$ cat src/rtl/simplez_core.sv
// Simplez accumulator core: multi-cycle FETCH/DECODE/OPER/HALT machine.
// Memory-mapped output and input ports complete without waiting on memory.
module simplez_core #(
  parameter int DATAW = 12,
  parameter int ADDRW = 9,
  parameter logic [ADDRW-1:0] OUT_ADDR = 9'o100,
  parameter logic [ADDRW-1:0] IN_ADDR = 9'o101
) (
  input  logic             clk,
  input  logic             rst,
  output logic [ADDRW-1:0] mem_addr,
  output logic             mem_re,
  output logic             mem_we,
  output logic [DATAW-1:0] mem_wdata,
  input  logic [DATAW-1:0] mem_rdata,
  input  logic             mem_ready,
  input  logic [DATAW-1:0] in_port,
  output logic [DATAW-1:0] out_port,
  output logic             stop
);

  typedef enum logic [1:0] {
    S_FETCH,
    S_DECODE,
    S_OPER,
    S_HALT
  } state_t;

  localparam logic [2:0] OP_ST   = 3'd0;
  localparam logic [2:0] OP_LD   = 3'd1;
  localparam logic [2:0] OP_ADD  = 3'd2;
  localparam logic [2:0] OP_BR   = 3'd3;
  localparam logic [2:0] OP_BZ   = 3'd4;
  localparam logic [2:0] OP_CLR  = 3'd5;
  localparam logic [2:0] OP_DEC  = 3'd6;
  localparam logic [2:0] OP_HALT = 3'd7;

  localparam logic [ADDRW-1:0] PC_ONE = 1;
  localparam logic [DATAW-1:0] AC_ONE = 1;

  state_t           state;
  logic [ADDRW-1:0] pc;
  logic [DATAW-1:0] ac;
  logic [DATAW-1:0] ri;

  logic [2:0]       co;
  logic [ADDRW-1:0] cd;
  logic             is_ld;
  logic             is_add;
  logic             is_st;
  logic             out_hit;
  logic             in_hit;
  logic [DATAW-1:0] operand;

  // Bits between CO and CD carry no meaning.
  logic [DATAW-1:0] unused_ri;
  assign unused_ri = ri;

  assign co = ri[DATAW-1 -: 3];
  assign cd = ri[ADDRW-1:0];

  assign is_ld  = (co == OP_LD);
  assign is_add = (co == OP_ADD);
  assign is_st  = (co == OP_ST);

  assign out_hit = is_st && (cd == OUT_ADDR);
  assign in_hit  = (is_ld || is_add) && (cd == IN_ADDR);
  assign operand = in_hit ? in_port : mem_rdata;

  assign mem_wdata = ac;
  assign stop      = (state == S_HALT) && !rst;

  // Memory strobes follow the state; reset silences them at once.
  always_comb begin
    mem_addr = pc;
    mem_re   = 1'b0;
    mem_we   = 1'b0;
    if (state == S_OPER) begin
      mem_addr = cd;
    end
    if (!rst) begin
      unique case (state)
        S_FETCH: mem_re = 1'b1;
        S_OPER: begin
          mem_re = (is_ld || is_add) && !in_hit;
          mem_we = is_st && !out_hit;
        end
        default: begin
          mem_re = 1'b0;
          mem_we = 1'b0;
        end
      endcase
    end
  end

  // Architectural state and sequencing.
  always_ff @(posedge clk) begin
    if (rst) begin
      state    <= S_FETCH;
      pc       <= '0;
      ac       <= '0;
      ri       <= '0;
      out_port <= '0;
    end else begin
      unique case (state)
        S_FETCH: begin
          if (mem_ready) begin
            ri    <= mem_rdata;
            pc    <= pc + PC_ONE;
            state <= S_DECODE;
          end
        end
        S_DECODE: begin
          unique case (co)
            OP_BR: begin
              pc    <= cd;
              state <= S_FETCH;
            end
            OP_BZ: begin
              if (ac == '0) pc <= cd;
              state <= S_FETCH;
            end
            OP_CLR: begin
              ac    <= '0;
              state <= S_FETCH;
            end
            OP_DEC: begin
              ac    <= ac - AC_ONE;
              state <= S_FETCH;
            end
            OP_HALT: state <= S_HALT;
            default: state <= S_OPER;
          endcase
        end
        S_OPER: begin
          unique case (1'b1)
            out_hit: begin
              out_port <= ac;
              state    <= S_FETCH;
            end
            in_hit: begin
              ac    <= is_ld ? operand : ac + operand;
              state <= S_FETCH;
            end
            default: begin
              if (mem_ready) begin
                if (is_ld) ac <= operand;
                if (is_add) ac <= ac + operand;
                state <= S_FETCH;
              end
            end
          endcase
        end
        S_HALT: state <= S_HALT;
        default: state <= S_FETCH;
      endcase
    end
  end

endmodule

$ cat config.mk
export PLATFORM = sky130hd
export DESIGN_NAME = simplez_core
export DESIGN_NICKNAME = d
export VERILOG_FILES = /design/src/rtl/simplez_core.sv
export SDC_FILE = /design/constraint.sdc
export NUM_CORES = 1
export LEC_CHECK = 0
export BUFFER_PORTS_ARGS = -buffer_cell sky130_fd_sc_hd__buf_4
export CAP_MARGIN = 20
export CELL_PAD_IN_SITES_DETAIL_PLACEMENT = 1
export CELL_PAD_IN_SITES_GLOBAL_PLACEMENT = 2
export CORE_MARGIN = 3
export CORE_UTILIZATION = 35
export DETAILED_ROUTE_END_ITERATION = 7
export GPL_ROUTABILITY_DRIVEN = 0
export PLACE_DENSITY_LB_ADDON = 0.1
export SLEW_MARGIN = 20
export SYNTH_ARGS = -nofsm -noshare
export SYNTH_HDL_FRONTEND = slang
export SYNTH_SLANG_ARGS = --single-unit
$ cat constraint.sdc
create_clock -name clk -period 9 [get_ports clk]
set_input_delay 0.45 -clock clk [delete_from_list [all_inputs] [get_ports clk]]
set_output_delay 0.45 -clock clk [all_outputs]
set_load 0.02 [all_outputs]
After elaboration in Yosys (flattened, before gate mapping)
Cells that the tools add are included.
{"block": "op_classes", "add_sub_neg": 3, "eq_ne": 20, "muxes": 22, "reduce_logical": 21}
{"op": "12-bit case mux with 2 select lines", "n": 3}
{"op": "12-bit 2-to-1 mux", "n": 5}
{"op": "9-bit case mux with 2 select lines", "n": 2}
{"op": "9-bit 2-to-1 mux", "n": 3}
{"op": "9-bit by 7-bit equality test with 1-bit output, second input constant", "n": 2}
{"op": "12-bit adder", "n": 1}
{"op": "3-bit equality test, second input constant", "n": 4}
{"op": "12-bit zero test", "n": 1}
{"op": "12-bit by 1-bit subtractor with 12-bit output, second input constant", "n": 1}
{"op": "9-bit by 1-bit adder with 9-bit output, second input constant", "n": 1}
{"op": "3-bit != test, second input constant", "n": 3}
{"op": "2-bit case mux with 4 select lines", "n": 1}
{"op": "3-bit by 2-bit equality test with 1-bit output, second input constant", "n": 2}
{"op": "2-bit 2-to-1 mux", "n": 3}
{"op": "2-bit AND reduction", "n": 3}
{"op": "1-bit logical AND", "n": 5}
{"op": "5-bit AND reduction", "n": 1}
{"op": "2-bit equality test, second input constant", "n": 2}
{"op": "2-bit != test, second input constant", "n": 2}
{"op": "4-bit != test, second input constant", "n": 1}
{"op": "2-bit case mux with 2 select lines", "n": 1}
{"op": "4-bit AND reduction", "n": 1}
{"op": "2-bit nonzero test", "n": 2}
{"op": "4-bit OR reduction", "n": 1}
{"op": "11 further kinds", "n": 15}
{"block": "totals", "regBits": 47, "input_bits": 27, "output_inout_bits": 36, "wordCells": 71}

Depth between registers and ports, before layout
{"block": "depth", "word_depth": 9, "depth_mapped": 15, "depth_no_buf": 12}

Worst setup path after synthesis
OpenSTA, ideal clock, no wires.
{"block": "synth_timing", "kind": "reg2reg", "start": "reg ri[5]", "end": "reg ac[11] (netlist: mem_wdata[11])", "t_arrival_ns": 3.168, "t_required_ns": 8.873, "path_slack_ns": 5.705, "stages_incl_launch_ff": 14, "path_buffers": 2, "cell_sequence": "dfxtp_1 nor4b_4 and4_1 clkbuf_1 buf_2 nand2_1 nand2_1 ha_1 a21o_1 a2111oi_0 a21oi_1 or2_2 a221oi_1 a31oi_1"}
{"block": "synth_via", "elab_chain_cells": 8, "word_cells_on_any_way": 16, "classes_between": "add/sub: 1; eq/ne: 5; mux: 7; reduce/logical: 3"}
{"element": "from (decl)", "line": "44", "source": "logic [DATAW-1:0] ri;"}
{"element": "from (signal assigned)", "line": "108", "source": "ri <= mem_rdata;"}
{"element": "9-bit by 7-bit equality test with 1-bit output", "line": "67", "source": "assign in_hit = (is_ld || is_add) && (cd == IN_ADDR);"}
{"element": "1-bit logical AND", "line": "67"}
{"element": "12-bit 2-to-1 mux", "line": "68", "source": "assign operand = in_hit ? in_port : mem_rdata;"}
{"element": "12-bit adder / 12-bit 2-to-1 mux (equally long branches)", "line": "142, 148, 147"}
{"element": "12-bit 2-to-1 mux", "line": "148", "source": "if (is_add) ac <= ac + operand;"}
{"element": "12-bit 2-to-1 mux", "line": "146", "source": "if (mem_ready) begin"}
{"element": "12-bit case mux with 2 select lines", "line": "136", "source": "unique case (1'b1)"}
{"element": "12-bit case mux with 2 select lines", "line": "105", "source": "unique case (state)"}
{"element": "to (signal assigned)", "line": "142", "source": "ac <= is_ld ? operand : ac + operand;"}
{"element": "to (signal assigned)", "line": "147", "source": "if (is_ld) ac <= operand;"}
{"element": "to (signal assigned)", "line": "148"}
{"element": "to (decl)", "line": "43", "source": "logic [DATAW-1:0] ac;"}
Several ways; a longest one is shown, not always the timed one. The select of a mux whose other input is x is not followed.
A chain may end at the register's enable or synchronous reset.

Worst setup path in the final report
{"block": "layout_timing", "start": "reg ri[9]", "end": "reg ac[11] (netlist: mem_wdata[11])"}
{"block": "layout_via", "elab_chain_cells": 9, "word_cells_on_any_way": 22, "classes_between": "add/sub: 1; eq/ne: 8; mux: 8; reduce/logical: 5"}
{"element": "3-bit by 1-bit equality test with 1-bit output / 3-bit by 2-bit equality test with 1-bit output (equally long branches)", "line": "62, 63"}
{"element": "1-bit logical OR", "line": "67"}
{"element": "1-bit logical AND", "line": "67"}
{"element": "12-bit 2-to-1 mux", "line": "68"}
{"element": "12-bit adder / 12-bit 2-to-1 mux (equally long branches)", "line": "142, 148, 147"}
{"element": "12-bit 2-to-1 mux", "line": "148"}
{"element": "12-bit 2-to-1 mux", "line": "146"}
{"element": "12-bit case mux with 2 select lines", "line": "136"}
{"element": "12-bit case mux with 2 select lines", "line": "105"}
Several ways; a longest one is shown, not always the timed one. The select of a mux whose other input is x is not followed.

==> results.json <==
{
  "status": "finished, final reports clean",
  "grt_pass1_wl_um": 20000,
  "start_util_pct": 36.3,
  "wl_per_cell_um": 18.9,
  "multi_input_comb_area_mm2": 0.00246,
  "r2r-start": "ri[9]$_SDFFE_PP0P_",
  "die_area_mm2": 0.0114,
  "tns_ns": 0,
  "clock_latency_ns": 0.31,
  "ff2ff_setup_slack_ns": 5.02,
  "yosys_most_used_dff": "dfxtp_1",
  "ctsRootBufferMaster": "clkbuf_8",
  "maxSlewViolCount": 0,
  "p_leak_nw": 1.69,
  "grt.overflow.total": 0,
  "r2r_cells": 11,
  "clock_sinks": 47,
  "fin_crit_sh_pct": 44.3,
  "grt_antenna_before_repair": 0,
  "cts.repair.resized": 0,
  "cp_data_arrival_time_ns": 4.19,
  "max-clock-path-buffers": 2,
  "path_class": "reg -> reg",
  "tightestPinTransition_ns": 1.05,
  "ys_ff_latch": 47,
  "postCtsHoldBufs": 0,
  "cts.clk_slew.worst_paths_ns": 0.10,
  "cts_buffers": 5,
  "wirelength_um": 12200,
  "cp-startpoint": "ri[9]$_SDFFE_PP0P_",
  "worstSetupEndpoint": "mem_wdata[11]$_SDFFE_PP0P_",
  "place_area_mm2": 0.00410,
  "drv_cap": 0,
  "ir_drop_uv": 73.0,
  "fin_nets": 557,
  "drt_iter0_markers": 181,
  "critPathCaptureType": "flip-flop",
  "io_pins": 63,
  "synth_seq_area_share_pct": 26.4,
  "num_vias": 3630,
  "cts_tree": "done",
  "dpl.hpwl_um": 9040,
  "design_area_mm2": 0.00418,
  "synth.avg_cell_area_um2": 7.62,
  "gr-usage-all-layers_pct": 22.0,
  "area_delta_synth_final_pct": 17.2,
  "required_ns": 9.20,
  "max_clock_freq_mhz": 251,
  "start_kind": "flip-flop",
  "drc": 0,
  "fill_cells": 1270,
  "min_period_ns": 3.98,
  "fp.dieW_um": 107,
  "hp-class": "in -> reg",
  "design.core.area_mm2": 0.00982,
  "drive_gt1_share_pct": 18.4,
  "r2r_end": "mem_wdata[11]$_SDFFE_PP0P_",
  "io_buffers": 62,
  "drtPass1Iterations": 4,
  "clock_skew_ns": 0.0123,
  "syn-cell-area_mm2": 0.00357,
  "vias_per_cell": 5.63,
  "postSynthCellCount": 468,
  "power_density_mw_per_mm2": 154,
  "ant_nets": 0,
  "setup_viol_count_final": 0,
  "ys_warn_count": 0,
  "grt_max_degree": 53,
  "syn_nets": 514,
  "synth_cell_type_count": 66,
  "final_hold_viol_count": 0,
  "fp.dieH_um": 107,
  "num_rows": 36,
  "cts_setup_buffers": 0,
  "total_power_w": 0.000645,
  "async_flop_share_pct": 0,
  "synth_edf_count": 0,
  "h-tree-depth": 2,
  "final-seq-area_um2": 941,
  "antenna_cells": 0,
  "path_max_fanout": 20,
  "grt_setup_unrepaired": "no",
  "maxSlewHeadroom_pct": 29.9,
  "worstHoldStart": "mem_rdata[8]",
  "grt_pass1_vias": 3695
}
-- power by group --
part	internal, W	switching, W
Sequential	0.000222	0.0000321
Combinational	0.000105	0.000154
Clock	0.0000548	0.0000768
Total	0.000382	0.000263
-- flip-flops by register name, indices dropped and copies added (netlist names) --
name       flops
mem_wdata     12
out_port      12
pc             9
ri            12
state          2
-- cells in the final DEF, fill, tap and decap left out, types with 6 or more instances in the layout --
cell type  instances
a21oi_1           38
nor3_1            11
nor2b_1            7
inv_1              7
a31oi_1            7
a21o_1             6
xnor2_1            9
o21ai_0           14
mux2_2            10
nand2_1           87
nand3_1           13
mux2i_1           16
a211oi_1           7
nor2_1            45
ha_1              18
buf_4             67
dfxtp_1           47
xor2_1             9
-- area by class of cell --
type	count	area share [%]
tap	133	3.98
inverter	7	0.629
sequential	47	22.5
clock inverter	1	0.120
multi-input combinational	383	58.9
timing repair buffer	67	12.0
clock buffer	7	1.83
-- worst max-delay path: stages, from the launching register on --
cell and delay (ns):
dfxtp_1 0.59, xor2_2 0.30, nand4_2 0.52, nand2_1 0.22, nand2_1 0.09, ha_1 0.34, a21o_1 0.22, a2111oi_0 0.62
a21oi_1 0.28, or2_2 0.33, a221oi_1 0.26, a31oi_1 0.11
-- logic make-up (layout without fill, tap and decap cells) --
family                   count (synthesis)  after routing  synth area share [%]
AO/OA/AOI/OAI                          113            113                  21.2
XOR/XNOR                                19             19                  4.88
adder cells (fa/ha/maj)                 19             19                  6.88
buffers and inverters                   38             82                  4.63
flip-flops                              47             47                  26.4
multiplexers                            26             26                  7.65
AND/OR/NAND/NOR                        206            206                  28.4
-- metal layers --
layer / up-vias / routed length [µm] / global-route usage [%]
li1: 1768 / - / -
met2: 88 / 5430 / 33.9
met3: 18 / 628 / 3.13
met4: 0 / 172 / 4.57
met1: 1756 / 5980 / 32.5
met5: - / 0 / 0
-- metrics by stage --
| step | cells | worst slack, ns | utilization (%) | hold WS [ns] |
|---|---|---|---|---|
| finish | 645 | 5.02 | 42.5 | 0.395 |
| global route | 645 | 4.67 | 42.5 | 0.403 |
| CTS | 645 | 5.09 | 42.5 | 0.389 |
| detailed placement | 637 | 5.16 | 41.7 | 0.490 |
| global placement | 637 | 5.23 | 41.7 | 0.474 |
| floorplan | 468 | 5.71 | - | 0.460 |
-- Yosys cell counts (3+ instances only) --
cell | count | area share [%]
or4_1 | 3 | 0.63
a21oi_1 | 38 | 5.3
nand4_1 | 4 | 0.70
nand3_1 | 13 | 1.8
o31ai_1 | 4 | 0.84
xor2_1 | 9 | 2.2
nor4b_1 | 3 | 0.74
buf_2 | 3 | 0.42
o22ai_1 | 4 | 0.70
mux2i_1 | 16 | 4.5
nand2_1 | 87 | 9.2
a311oi_1 | 3 | 0.74
nor3b_1 | 3 | 0.63
nor4_1 | 3 | 0.53
o21a_1 | 3 | 0.63
buf_4 | 3 | 0.63
ha_1 | 18 | 6.3
and3_1 | 4 | 0.70
a31oi_1 | 7 | 1.2
buf_1 | 3 | 0.32
inv_1 | 7 | 0.74
nand2b_1 | 5 | 0.88
nor2b_1 | 7 | 1.2
a211oi_1 | 7 | 1.5
mux2_2 | 10 | 3.2
dfxtp_1 | 47 | 26
nor3_1 | 11 | 1.5
xnor2_1 | 9 | 2.2
a21o_1 | 6 | 1.3
clkbuf_1 | 21 | 2.2
o21ai_0 | 14 | 2.0
or3_1 | 3 | 0.53
nor2_1 | 45 | 4.7
-- worst min path at each step --
stage               slack [ns]  cells past startpoint                       end
floorplan                 0.46                      2        ri[6]$_SDFFE_PP0P_
global route              0.40                      3       ri[11]$_SDFFE_PP0P_
detailed placement        0.49                      2  out_port[5]$_SDFFE_PP0P_
CTS                       0.39                      3        ri[8]$_SDFFE_PP0P_
finish                    0.39                      3        ri[8]$_SDFFE_PP0P_
global placement          0.47                      2  out_port[8]$_SDFFE_PP0P_
(Power assumes the default switching activity.)
